`src/rtl/poci_burst_readout_ctrl.sv`:
```
// rtl/poci_burst_readout_ctrl.sv - POCI burst readout sequencer and serializer
//
// Purpose:
//   Walks the readback-mux register select through a burst of consecutive
//   addresses (wrapping ADDR_MAX -> ADDR_MIN) and shifts each selected byte
//   out LSB-first on the POCI line, with no gap between frames.
//
// Ports:
//   sclk        in   serial clock, all state changes on posedge
//   rstn        in   asynchronous active-low reset
//   start       in   one-cycle burst request, sampled only in IDLE
//   start_addr  in   first register address of the burst
//   burst_len   in   number of bytes in the burst (1..255)
//   abort       in   synchronous burst cancel
//   mux_data    in   readback mux byte for mux_addr (combinational)
//   mux_addr    out  register select to the readback mux
//   serial_out  out  registered POCI bit stream
//   busy        out  high from accepted start until the burst ends
//   byte_done   out  pulse when the last bit of a frame is driven
//   done        out  pulse after the final frame of a burst
//   err         out  pulse when a start request is rejected
//
// Configuration:
//   POCI_PARITY_EN - append an odd-parity bit to every frame.

module poci_burst_readout_ctrl #(
  parameter int DATA_W   = 8,
  parameter int ADDR_MIN = 1,
  parameter int ADDR_MAX = 59
) (
  input  logic              sclk,
  input  logic              rstn,
  input  logic              start,
  input  logic [7:0]        start_addr,
  input  logic [7:0]        burst_len,
  input  logic              abort,
  input  logic [DATA_W-1:0] mux_data,
  output logic [7:0]        mux_addr,
  output logic              serial_out,
  output logic              busy,
  output logic              byte_done,
  output logic              done,
  output logic              err
);

`ifdef POCI_PARITY_EN
  localparam int FRAME_W = DATA_W + 1;
`else
  localparam int FRAME_W = DATA_W;
`endif
  localparam int IDX_W = (FRAME_W > 1) ? $clog2(FRAME_W) : 1;
  localparam logic [IDX_W-1:0] LAST_IDX = IDX_W'(FRAME_W - 1);
  localparam logic [7:0] A_MIN = 8'(ADDR_MIN);
  localparam logic [7:0] A_MAX = 8'(ADDR_MAX);

  typedef enum logic [1:0] {IDLE, LOAD, SHIFT, FIN} state_t;

  state_t            state_q;
  logic [DATA_W-1:0] shreg_q;
  logic [IDX_W-1:0]  bit_idx_q;
  logic [7:0]        remaining_q;
  logic [7:0]        mux_addr_q;
  logic              serial_q;
  logic              busy_q;
  logic              byte_done_q;
  logic              done_q;
  logic              err_q;
`ifdef POCI_PARITY_EN
  logic              par_q;
`endif

  logic [7:0] addr_adv_d;
  logic       start_ok_d;

  always_comb begin
    addr_adv_d = (mux_addr_q >= A_MAX) ? A_MIN : mux_addr_q + 8'd1;
    start_ok_d = (start_addr >= A_MIN) && (start_addr <= A_MAX) && (burst_len != 8'd0);
  end

  always_ff @(posedge sclk or negedge rstn) begin
    if (!rstn) begin
      state_q     <= IDLE;
      shreg_q     <= '0;
      bit_idx_q   <= '0;
      remaining_q <= '0;
      mux_addr_q  <= '0;
      serial_q    <= 1'b0;
      busy_q      <= 1'b0;
      byte_done_q <= 1'b0;
      done_q      <= 1'b0;
      err_q       <= 1'b0;
`ifdef POCI_PARITY_EN
      par_q       <= 1'b0;
`endif
    end else begin
      byte_done_q <= 1'b0;
      done_q      <= 1'b0;
      err_q       <= 1'b0;
      // Abort outranks everything, including the frame end and FIN pulses.
      if (abort && (state_q != IDLE)) begin
        state_q     <= IDLE;
        serial_q    <= 1'b0;
        busy_q      <= 1'b0;
        mux_addr_q  <= '0;
        remaining_q <= '0;
        bit_idx_q   <= '0;
      end else begin
        case (state_q)
          IDLE: begin
            // abort in IDLE suppresses both acceptance and the err pulse
            if (start && !abort) begin
              if (start_ok_d) begin
                state_q     <= LOAD;
                mux_addr_q  <= start_addr;
                remaining_q <= burst_len;
                busy_q      <= 1'b1;
              end else begin
                err_q <= 1'b1;
              end
            end
          end
          LOAD: begin
            shreg_q    <= mux_data;
`ifdef POCI_PARITY_EN
            par_q      <= ~^mux_data;
`endif
            // Prefetch: the mux settles on the next byte while this one shifts.
            mux_addr_q <= addr_adv_d;
            bit_idx_q  <= '0;
            state_q    <= SHIFT;
          end
          SHIFT: begin
            // Right shift keeps the current payload bit at shreg_q[0].
`ifdef POCI_PARITY_EN
            serial_q <= (bit_idx_q == LAST_IDX) ? par_q : shreg_q[0];
`else
            serial_q <= shreg_q[0];
`endif
            shreg_q   <= shreg_q >> 1;
            bit_idx_q <= bit_idx_q + IDX_W'(1);
            if (bit_idx_q == LAST_IDX) begin
              byte_done_q <= 1'b1;
              bit_idx_q   <= '0;
              if (remaining_q > 8'd1) begin
                shreg_q     <= mux_data;
`ifdef POCI_PARITY_EN
                par_q       <= ~^mux_data;
`endif
                mux_addr_q  <= addr_adv_d;
                remaining_q <= remaining_q - 8'd1;
              end else begin
                state_q <= FIN;
              end
            end
          end
          FIN: begin
            done_q      <= 1'b1;
            busy_q      <= 1'b0;
            serial_q    <= 1'b0;
            mux_addr_q  <= '0;
            remaining_q <= '0;
            state_q     <= IDLE;
          end
          default: state_q <= IDLE;
        endcase
      end
    end
  end

  assign mux_addr   = mux_addr_q;
  assign serial_out = serial_q;
  assign busy       = busy_q;
  assign byte_done  = byte_done_q;
  assign done       = done_q;
  assign err        = err_q;

endmodule

```
`config.mk`:
```
export PLATFORM = sky130hd
export DESIGN_NAME = poci_burst_readout_ctrl
export DESIGN_NICKNAME = d
export VERILOG_FILES = /design/src/rtl/poci_burst_readout_ctrl.sv
export SDC_FILE = /design/constraint.sdc
export NUM_CORES = 1
export LEC_CHECK = 0
export ABC_AREA = 1
export BUFFER_PORTS_ARGS = -buffer_cell sky130_fd_sc_hd__buf_2
export CORE_MARGIN = 1
export CORE_UTILIZATION = 37
export DETAILED_ROUTE_END_ITERATION = 7
export PLACE_DENSITY = 0.67
export SYNTH_ARGS = -nofsm -noshare
export SYNTH_HDL_FRONTEND = slang
export SYNTH_SLANG_ARGS = --single-unit
```
`constraint.sdc`:
```
create_clock -name sclk -period 1.5 [get_ports sclk]
set_input_delay 0 -clock sclk [delete_from_list [all_inputs] [get_ports sclk]]
set_output_delay 0 -clock sclk [all_outputs]
set_load 0.05 [all_outputs]
```
==> metrics.md, run 1 <==
| Metric | Value |
|---|---|
| Status | finished, violations left |
| Failing checks | setup timing |
| Setup tns final | -0.4621 ns |
| Synth Area in Compound Gates | around 8.5% |
| Final instance area | between 3000 and 4000 um2 |
| CP arrival | around 1.8 ns |
| Max-cap violations | 0 |
| Final WL | roughly 5700 um |
| Crit-path slowest cell | dfrtp_1 |
| Root Buffer | clkbuf_8 |
| WL/cell | about 12 um |
| Cell row count | 27 |
| Clock latency reported for the late side of the worst-skew pair | a little under 0.3 ns |
| Worst slew margin | 81.84% |
| Largest net degree at the start of global routing | 13 |
| Synth Instances | between 300 and 400 |
| CTS tree | built |
| Critical Path RT | roughly 1.7 ns |
| Slowest stage delay, CP | around 0.40 ns |
| Post-synthesis register bit count | 34 |
| CTS H-tree lvls | 2 |
| Top delay family on crit path | simple AND/OR/NAND/NOR gates |
| Area fraction in and, or, nand and nor cells after synthesis | roughly 37% |
| Sequential area share after synthesis | around two fifths |
| Gr ovfl total | 0 |
| Worst-case clock skew | about 0.007 ns |
| Number of global-route vias before repair | 2,226 |
| Clock-pin slew on the worst setup and hold paths | 0.07 ns |
| Hold Worst Slack | just over 0.005 ns |
| Worst Slack Setup Final | -0.06860 ns |
| RSZ-0062 raised after global routing | yes |
| Main combinational cell family by area after synthesis | simple AND/OR/NAND/NOR gates |
| Setup violators final | 8 |
| Post-synthesis xor/xnor area fraction | between 1.5 and 2% |
| PD cells | roughly 2100 nW/um2 |
| Clock sinks | 34 |
| Buf/Inv on CP | 2 |
| Yosys warning count | 0 |
| Slew Viols, Final | 0 |
| Clk buf depth | 2 |
| Placed insts | roughly 460 |
| Placed wire-length estimate | between 4000 and 5000 um |
| Worst-path cell chain | inv_2, ha_4, nor2_8, inv_4, nand3_4, nand2_4, nor2_8, nand2_8, nand2_2, nand2_2 |
| Detailed Routing Iterations Pass 1 | 4 |
| Area growth, synth to finish | 37.30% |
| Antenna violations before repair | 0 |
| Post-detailed-route DRC marker count | 0 |
| Fin. Hold Viols | 0 |
| Core Region | about 5600 um2 |
| Chip width | 79.41 um |
| Startpoint class of the critical path | flip-flop |
| DIE AREA | roughly 6300 um2 |
| Post-Syn Area | approximately 2200 um2 |
| Core Util, Final | between 50% and 60% |
| Die Y | 79.41 um |
| Multiplexer share of the synthesized area | 0% |
| Commonest non-fill, non-tap cell in the layout | nand2_1 |
| Post-synth cell types | 29 |
| Maximum VDD drop | 1.020 mV |
| Total of fill cells in the finished design | between 500 and 600 |
| Layout Cells excl Fill | ~480 |
| Adder-cell share of the synthesized area | under 10% |
| Port Buf Inserts | 40 |
| Initial core utilization | about two fifths |
| I/O pins | between 40 and 50 |
| Antenna Cells | 0 |
| Routability cong. | around 0.85 |
| Max Clock Freq | between 600 and 700 MHz |
| Avg Vias per Cell | roughly 4.7 |
| Most frequent cells in the layout | nand2_1, inv_1, buf_2, buf_4, nor2_1 |
| Hold WC Path Type | in2reg |
| Syn Nets | about 360 |
| Antenna-violating nets left | 0 |
| Share of cells above drive strength 1 | approximately 33% |
| Worst-path maximum fanout | 8 |
| DRT iter0 DRCs | 131 |
| Fin crit share | 104.6% |
| First-pass GRT wire length | roughly 10000 um |
| Nets | approximately 440 |
| CTS Buf Count | 5 |
| CP endpoint kind | flip-flop |
| Placed inst area | 2725 um2 |
| Slew @ Worst Pin | around 0.27 ns |
| Tmin final | 1.569 ns |
| Pre-CTS setup slack | -0.1398 ns |
| Tot Pwr | around 6.4 mW |
| Post-synthesis average cell area | around 7.0 um2 |
| Overall routing resource usage | 19.83% |
| Lkg Pwr | ~1.7 nW |
| Setup CP Type | reg2reg |
| DR vias | 2,249 |
routing by layer:
layer / global-route usage, % / wire length, um
met5: 0 / 0
met4: 6.182 / 115
met3: 4.457 / 226
met2: 33.88 / 2709
met1: 24.71 / 2631
state kept, by name, summed over array words and instances (netlist names):
signal       flops
done             1
state_q          2
bit_idx_q        3
shreg_q          8
remaining_q      8
serial_out       1
busy             1
byte_done        1
mux_addr         8
err              1
synth_stat cells (all sizes together):
cell type	instances	area, um2
a21oi	8	51.30
a32o	1	10.01
buf	3	27.52
dfrtp	34	850.8
ha	9	112.6
inv	49	186.4
nand2	113	449.2
nand3	27	135.1
nand4	2	12.51
nor2	44	207.7
nor3	1	5.000
o21a	1	7.510
o21ai	18	93.84
o21bai	1	7.510
o22ai	3	18.77
or2	1	6.260
xnor2	2	17.52
xor2	2	17.52
repair_timing:
item	in CTS	in global routing
setup endpoints to repair	27	28
pin swaps	11	13
gates resized for setup	22	19
cloned	2	0
setup buffers	8	1
hold buffers	2	0
endpoints found under the hold margin	35	0
worst register-to-register path, cell delays in order, from the launching register on:
cell     delay, ns
dfrtp_1       0.40
inv_2         0.07
ha_4          0.18
nor2_8        0.15
inv_4         0.06
nand3_4       0.10
nand2_4       0.09
nor2_8        0.18
nand2_8       0.10
nand2_2       0.09
nand2_2       0.04
kinds of logic after synthesis:
logic type | after synthesis
fa+ha+maj | 9
flops | 34
buf+inv | 52
xor+xnor | 4
compound gates | 32
simple gates | 188
path summary, 6_finish.rpt:
kind                                              end              startpoint  slack, ns  depth (start not counted)
max                        remaining_q[1]$_DFFE_PN0P_  state_q[1]$_DFFE_PN0P_      -0.07                         10
min                                     err$_DFF_PN0_                   abort      0.005                          2
max reg2reg                remaining_q[1]$_DFFE_PN0P_  state_q[1]$_DFFE_PN0P_      -0.07                         10
min reg2reg                    shreg_q[0]$_DFFE_PN0P_  shreg_q[0]$_DFFE_PN0P_       0.50                          2
max in group asynchronous     mux_addr[1]$_DFFE_PN0P_                    rstn       0.91                          3
min in group asynchronous    bit_idx_q[0]$_DFFE_PN0P_                    rstn       0.11                          2
final cells by class:
cell class | instances | area (um2) | share of cell area (%)
Multi-Input combinational cell | 235 | 1325 | 43.53
Inverter | 49 | 186.4 | 6.124
Timing Repair Buffer | 79 | 498.0 | 16.36
Clock buffer | 7 | 86.33 | 2.836
Sequential cell | 34 | 853.3 | 28.03
Tap cell | 72 | 90.09 | 2.959
Clock inverter | 1 | 5.005 | 0.1644
power breakdown:
part | internal [mW] | switching [mW] | leakage, nW
Clock | 0.371 | 0.344 | 0.0482
Combinational | 1.63 | 2.56 | 1.17
Sequential | 1.27 | 0.255 | 0.438
Total | 3.28 | 3.16 | 1.66
(Power assumes the default switching activity.)
==> run 2, diff against run 1 <==
Settings changed: SETUP_SLACK_MARGIN set to 0.15.
==> metrics.md, run 2 (same netlist as run 1, synthesis figures left out) <==
| Metric | Value |
|---|---|
| Post-detailed-route DRC marker count | 0 |
| Setup violators final | 22 |
| Clock network fraction of design power | between 10 and 15% |
| Area growth, synth to finish | 43.91% |
| Fin crit share | 103.8% |
| CTS Buf Count | 5 |
| CP endpoint kind | flip-flop |
| Clock-pin slew on the worst setup and hold paths | roughly 0.080 ns |
| DR vias | 2,266 |
| Cell row count | 27 |
| Max-cap violations | 0 |
| Max Clock Freq | about 640 MHz |
| Crit-path slowest cell | dfrtp_2 |
| WL/cell | between 10 and 15 um |
| Clock latency reported for the late side of the worst-skew pair | roughly 0.29 ns |
| Clock sinks | 34 |
| Gr ovfl total | 0 |
| Setup CP Type | reg2reg |
| Port Buf Inserts | 40 |
| DIE AREA | 6306 um2 |
| Failing checks | setup timing |
| Slew Viols, Final | 0 |
| Chip width | between 70 and 80 um |
| Avg Vias per Cell | 4.711 |
| Placed wire-length estimate | 4281 um |
| CP arrival | about 1.8 ns |
| Final instance area | 3191 um2 |
| Switching power | about 3.3 mW |
| Worst Slack Setup Final | -0.05730 ns |
| Worst-path maximum fanout | 8 |
| Worst-path cell chain | inv_2, ha_4, inv_2, nand2_1, nand2_1, nor2_2, inv_2, nand2_4, nand2_8, nand2_2, nand2_2, o21ai_2 |
| Lkg Pwr | around 1.7 nW |
| Largest net degree at the start of global routing | 20 |
| DRT iter0 DRCs | 93 |
| Final WL | 5936 um |
| Hold WC Path Type | in2reg |
| RSZ-0062 raised after global routing | yes |
| Flop pwr share | about 22% |
| Share of cells above drive strength 1 | a little under two fifths |
| Overall routing resource usage | 20.50% |
| Fin. Hold Viols | 0 |
| Core Region | 5642 um2 |
| Detailed Routing Iterations Pass 1 | 4 |
| Worst-case clock skew | between 0.01 and 0.015 ns |
| Die Y | about 79 um |
| Number of global-route vias before repair | approximately 2,200 |
| Total of fill cells in the finished design | 516 |
| Slowest stage delay, CP | roughly 0.45 ns |
| Critical Path RT | 1.72 ns |
| Commonest non-fill, non-tap cell in the layout | nand2_1 |
| Antenna-violating nets left | 0 |
| Core Util, Final | roughly 57% |
| First-pass GRT wire length | approximately 9900 um |
| Clk buf depth | 2 |
| Antenna Cells | 0 |
| Root Buffer | clkbuf_8 |
| I/O pins | 41 |
| CTS tree | built |
| PD cells | ~2200 nW/um2 |
| Maximum VDD drop | 1.016 mV |
| Placed inst area | approximately 2800 um2 |
| CP dominant cell by count | inv_2 |
| Top delay family on crit path | simple AND/OR/NAND/NOR gates |
| Buf/Inv on CP | 3 |
| Tmin final | 1.557 ns |
| Startpoint class of the critical path | flip-flop |
| Most frequent cells in the layout | nand2_1, buf_2, buf_4, inv_1, nor2_1 |
| Worst slew margin | between 60% and 70% |
| Status | finished, violations left |
| CTS H-tree lvls | 2 |
| Initial core utilization | around 39% |
| Slew @ Worst Pin | slightly below 0.5 ns |
| Antenna violations before repair | 0 |
| Logic pwr share | ~66% |
| Routability cong. | around 0.89 |
| Pint | between 3 and 4 mW |
| Switch share | approximately half |
| Nets | roughly 450 |
[run 2: cell types whose count changed in the layout (fill, tap and decap cells not counted), moves of 3 or more]
cell	change
inv_1	-4
a21oi_2	+3
nand2_1	-7
a21oi_1	-3
nand3_2	+3
nand2_2	+6
[run 2: final timing paths]
kind / to / start / slack, ns / cells after the start
worst max-delay path: shreg_q[1]$_DFFE_PN0P_ / remaining_q[0]$_DFFE_PN0P_ / -0.06 / 12
worst min-delay path: err$_DFF_PN0_ / start / 0.02 / 3
worst max register to register: shreg_q[1]$_DFFE_PN0P_ / remaining_q[0]$_DFFE_PN0P_ / -0.06 / 12
worst min register to register: shreg_q[6]$_DFFE_PN0P_ / shreg_q[6]$_DFFE_PN0P_ / 0.49 / 2
max in group asynchronous: shreg_q[3]$_DFFE_PN0P_ / rstn / 0.78 / 3
min in group asynchronous: remaining_q[1]$_DFFE_PN0P_ / rstn / 0.20 / 2
[run 2: metal layers]
| metal | vias to the layer above | global-route usage, % | wire length [um] |
|---|---|---|---|
| met2 | 37 | 35.78 | 2890 |
| met5 | - | 0 | 0 |
| met3 | 10 | 3.543 | 173 |
| met1 | 1048 | 26.08 | 2791 |
| li1 | 1171 | - | - |
| met4 | 0 | 5.273 | 81 |
[run 2: layout make-up]
cell class                      instances  area [um2]  area share [%]
Multi-Input combinational cell        235        1403           43.96
Sequential cell                        34       854.6           26.78
Timing Repair Buffer                   83       545.5           17.10
Inverter                               49       191.4           6.000
Tap cell                               72       90.09           2.824
Clock buffer                            7       76.32           2.392
Clock inverter                          1       30.03          0.9412
[run 2: worst min-delay path, stage by stage]
cell and delay [ns]:
buf_2 0.10, inv_1 0.11, nor3_1 0.07
[run 2: power by group through the flow]
stage          Combinational, mW  Clock [mW]  Sequential (mW)
2_1_floorplan               2.29           0             1.85
3_3_place_gp                3.66           0             1.53
3_5_place_dp                3.73           0             1.53
4_1_cts                     4.19       0.864             1.52
5_1_grt                     5.01       0.902             1.59
6_report                    4.54       0.846             1.54
[run 2: metrics by stage]
step           power, mW  hold WS (ns)  TNS (ns)  instances  setup WS (ns)
5_1_grt            7.501       0.02519    -2.966        481        -0.1460
4_1_cts            6.576       0.01708  -0.03495        478      -0.008599
6_report           6.921       0.01672   -0.5787        481       -0.05730
3_3_place_gp       5.186      -0.01478   -0.1763        458       -0.03724
2_1_floorplan      4.140       -0.2956         0        319        0.01505
3_5_place_dp       5.265      -0.01477   -0.9636        458       -0.09584
[run 2: timing repair]
| item | 4_1_cts | 5_1_grt |
|---|---|---|
| hold endpoints to repair | 19 | 0 |
| gates cloned | 3 | 0 |
| gates resized for setup | 32 | 29 |
| hold buffers | 3 | 0 |
| setup buffers | 6 | 3 |
| endpoints found under the setup margin | 28 | 32 |
| pin swaps | 13 | 7 |
==> run 3, diff against run 2 <==
Settings changed: ABC_AREA 1 to not set, PLACE_DENSITY 0.67 to 0.68, SKIP_LAST_GASP set to 1.
==> metrics.md, run 3 <==
| Metric | Value |
|---|---|
| Status | finished, violations left |
| Failing checks | setup timing |
| Synth Area in Compound Gates | roughly 18% |
| Area growth, synth to finish | 57.66% |
| Maximum VDD drop | roughly 1.1 mV |
| Hold WC Path Type | in2reg |
| Setup tns final | -10.25 ns |
| I/O pins | 41 |
| Critical Path Start | remaining_q[2]$_DFFE_PN0P_ |
| Root Buffer | clkbuf_8 |
| Yosys top cell area share | between 40% and 50% |
| Post-synth cell types | 47 |
| Most frequent cells in the layout | buf_4, buf_2, dfrtp_1, nor2_1, a21oi_1 |
| Number of global-route vias before repair | roughly 2,000 |
| Clock latency reported for the late side of the worst-skew pair | approximately 0.29 ns |
| Fin. Hold Viols | 0 |
| Detailed Routing Iterations Pass 1 | 4 |
| Ranking of synthesized cells by area | dfrtp_1, ha_1, mux2i_1, mux2_2, nor2_1 |
| WL/cell | around 15 um |
| Syn Nets | about 250 |
| Area fraction in and, or, nand and nor cells after synthesis | between 20 and 25% |
| Overall routing resource usage | between 10% and 20% |
| Layout Cells excl Fill | ~390 |
| Share of synthesized registers carrying an async set or reset | between 90% and 100% |
| Top delay family on crit path | simple AND/OR/NAND/NOR gates |
| Setup violators final | 27 |
| Placed insts | roughly 360 |
| First-pass GRT wire length | between 9000 and 10,000 um |
| Core Region | between 5000 and 6000 um2 |
| RSZ-0062 raised after global routing | yes |
| Clk buf depth | 2 |
| Main synth FF type | dfrtp_1 |
| Placed wire-length estimate | between 3000 and 4000 um |
| Commonest non-fill, non-tap cell in the layout | buf_4 |
| Number of flops mapped to enable cells by yosys | 0 |
| Worst hold start | mux_data[3] |
| Cell row count | 26 |
| Slew @ Worst Pin | roughly 0.36 ns |
| Setup CP Type | reg2reg |
| Slew Viols, Final | 0 |
| DRT iter0 DRCs | 173 |
| Yosys warning count | 0 |
| Worst-path cell chain | buf_4, or4_1, buf_4, o21ai_0, a311oi_2, mux2_2 |
| Main combinational cell family by area after synthesis | simple AND/OR/NAND/NOR gates |
| Worst-case clock skew | 0.008150 ns |
| Antenna violations before repair | 0 |
| CP endpoint kind | flip-flop |
| Antenna-violating nets left | 0 |
| Nets | about 350 |
| Clock sinks | 34 |
| Tot Pwr | ~7.3 mW |
| Worst slew margin | between 70% and 80% |
| Clock-pin slew on the worst setup and hold paths | 0.07 ns |
| Sequential area share after synthesis | 41.67% |
| Port Buf Inserts | 40 |
| Post-synthesis average cell area | slightly below 10 um2 |
| Avg Vias per Cell | 5.289 |
| Share of cells above drive strength 1 | 46.69% |
| Pre-CTS setup slack | -0.5117 ns |
| Crit-path slowest cell | or4_1 |
| Initial core utilization | 39.23% |
| PD cells | ~2300 nW/um2 |
| Top-count cell post-synth | dfrtp_1 |
| CP arrival | about 2.2 ns |
| CTS H-tree lvls | 2 |
| Buf/Inv on CP | 2 |
| Lkg Pwr | 1.544 nW |
| Tmin final | between 2 and 2.5 ns |
| Total of fill cells in the finished design | between 400 and 500 |
| Max-cap violations | 0 |
| Post-synthesis xor/xnor area fraction | around 2.1% |
| Adder-cell share of the synthesized area | around 5.5% |
| Post-synthesis register bit count | 34 |
| Slowest stage delay, CP | about 0.53 ns |
| CTS Buf Count | 5 |
| Antenna Cells | 0 |
| Critical Path RT | 1.68 ns |
| Chip width | between 70 and 80 um |
| Worst Slack Setup Final | -0.5259 ns |
| Routability cong. | about 0.80 |
| Multi-input gate area | 1324 um2 |
| CTS tree | built |
| CP dominant cell by count | buf_4 |
| Post-synth top cells | dfrtp_1, nor2_1, a21oi_1 |
| DR vias | around 2,000 |
| Max Clock Freq | ~490 MHz |
| DIE AREA | about 5800 um2 |
| RR Startpoint | remaining_q[2]$_DFFE_PN0P_ |
| Multiplexer share of the synthesized area | 8.824% |
| Gr ovfl total | 0 |
| Die Y | between 70 and 80 um |
| Largest area contributor in the netlist | dfrtp_1 |
| Register Area | 854.6 um2 |
| Worst-path maximum fanout | 2 |
| Startpoint class of the critical path | flip-flop |
| Fin crit share | 135.1% |
| Synth Instances | around 210 |
| Post-Syn Area | a little over 2000 um2 |
| Final WL | 5643 um |
| Largest net degree at the start of global routing | 35 |
| Post-detailed-route DRC marker count | 0 |
[run 3: worst min-delay path, stage by stage]
cell	delay [ns]
buf_2	0.07
mux2i_1	0.07
a21oi_1	0.13
[run 3: area by class of cell]
type	instances	area share, %
multi-input cells	157	41.12
flip-flops and latches	34	26.54
repair buffers	107	23.90
well taps	70	2.721
clock buffers	5	2.138
clock inverters	3	2.138
inverters	11	1.438
[run 3: per-stage QoR]
step	cell area (um2)	util (%)	hold WS, ns
detailed placement	2805	53.89	-0.02087
floorplan	2168	-	-0.2956
CTS	3136	60.24	0.02162
global placement	2805	53.89	-0.02402
global route	3219	61.85	0.03265
finish	3219	61.85	0.02419
[run 3: per-layer routing]
metal | wire length (um) | GRT usage [%] | vias up | share of wire, %
li1 | - | - | 980 | -
met1 | 2598 | 26.10 | 993 | 46
met2 | 2667 | 31.98 | 64 | 47
met3 | 286 | 4.790 | 10 | 5.1
met4 | 91 | 7.500 | 0 | 1.6
met5 | 0 | 0 | - | 0
[run 3: path summary, 6_finish.rpt]
kind / to / slack, ns / cells after the start
worst max-delay path: remaining_q[5]$_DFFE_PN0P_ / -0.53 / 6
worst min-delay path: shreg_q[3]$_DFFE_PN0P_ / 0.02 / 3
min in group asynchronous: busy$_DFFE_PN0P_ / 0.18 / 3
worst min register to register: bit_idx_q[2]$_DFFE_PN0P_ / 0.51 / 2
worst max register to register: remaining_q[5]$_DFFE_PN0P_ / -0.53 / 6
max in group asynchronous: byte_done$_DFF_PN0_ / 1.11 / 3
[run 3: where the power goes]
part	switching (mW)	leakage, nW	internal, mW
Clock	0.359	0.0683	0.666
Sequential	0.268	0.424	1.29
Combinational	2.41	1.05	2.33
[run 3: cells by family after synthesis]
group	Yosys count
buffers and inverters	20
and+or+nand+nor	77
adders and majority gates	9
muxes	17
DFF	34
xor gates and xnor gates	5
AOI/OAI and AO/OA	49
[run 3: what timing repair did]
item / CTS / global route
resized for setup: 16 / 13
pin swaps: 5 / 3
cloned: 0 / 1
endpoints found under the setup margin: 30 / 31
hold endpoints to repair: 42 / 0
hold buffers: 9 / 0
setup buffers: 4 / 2
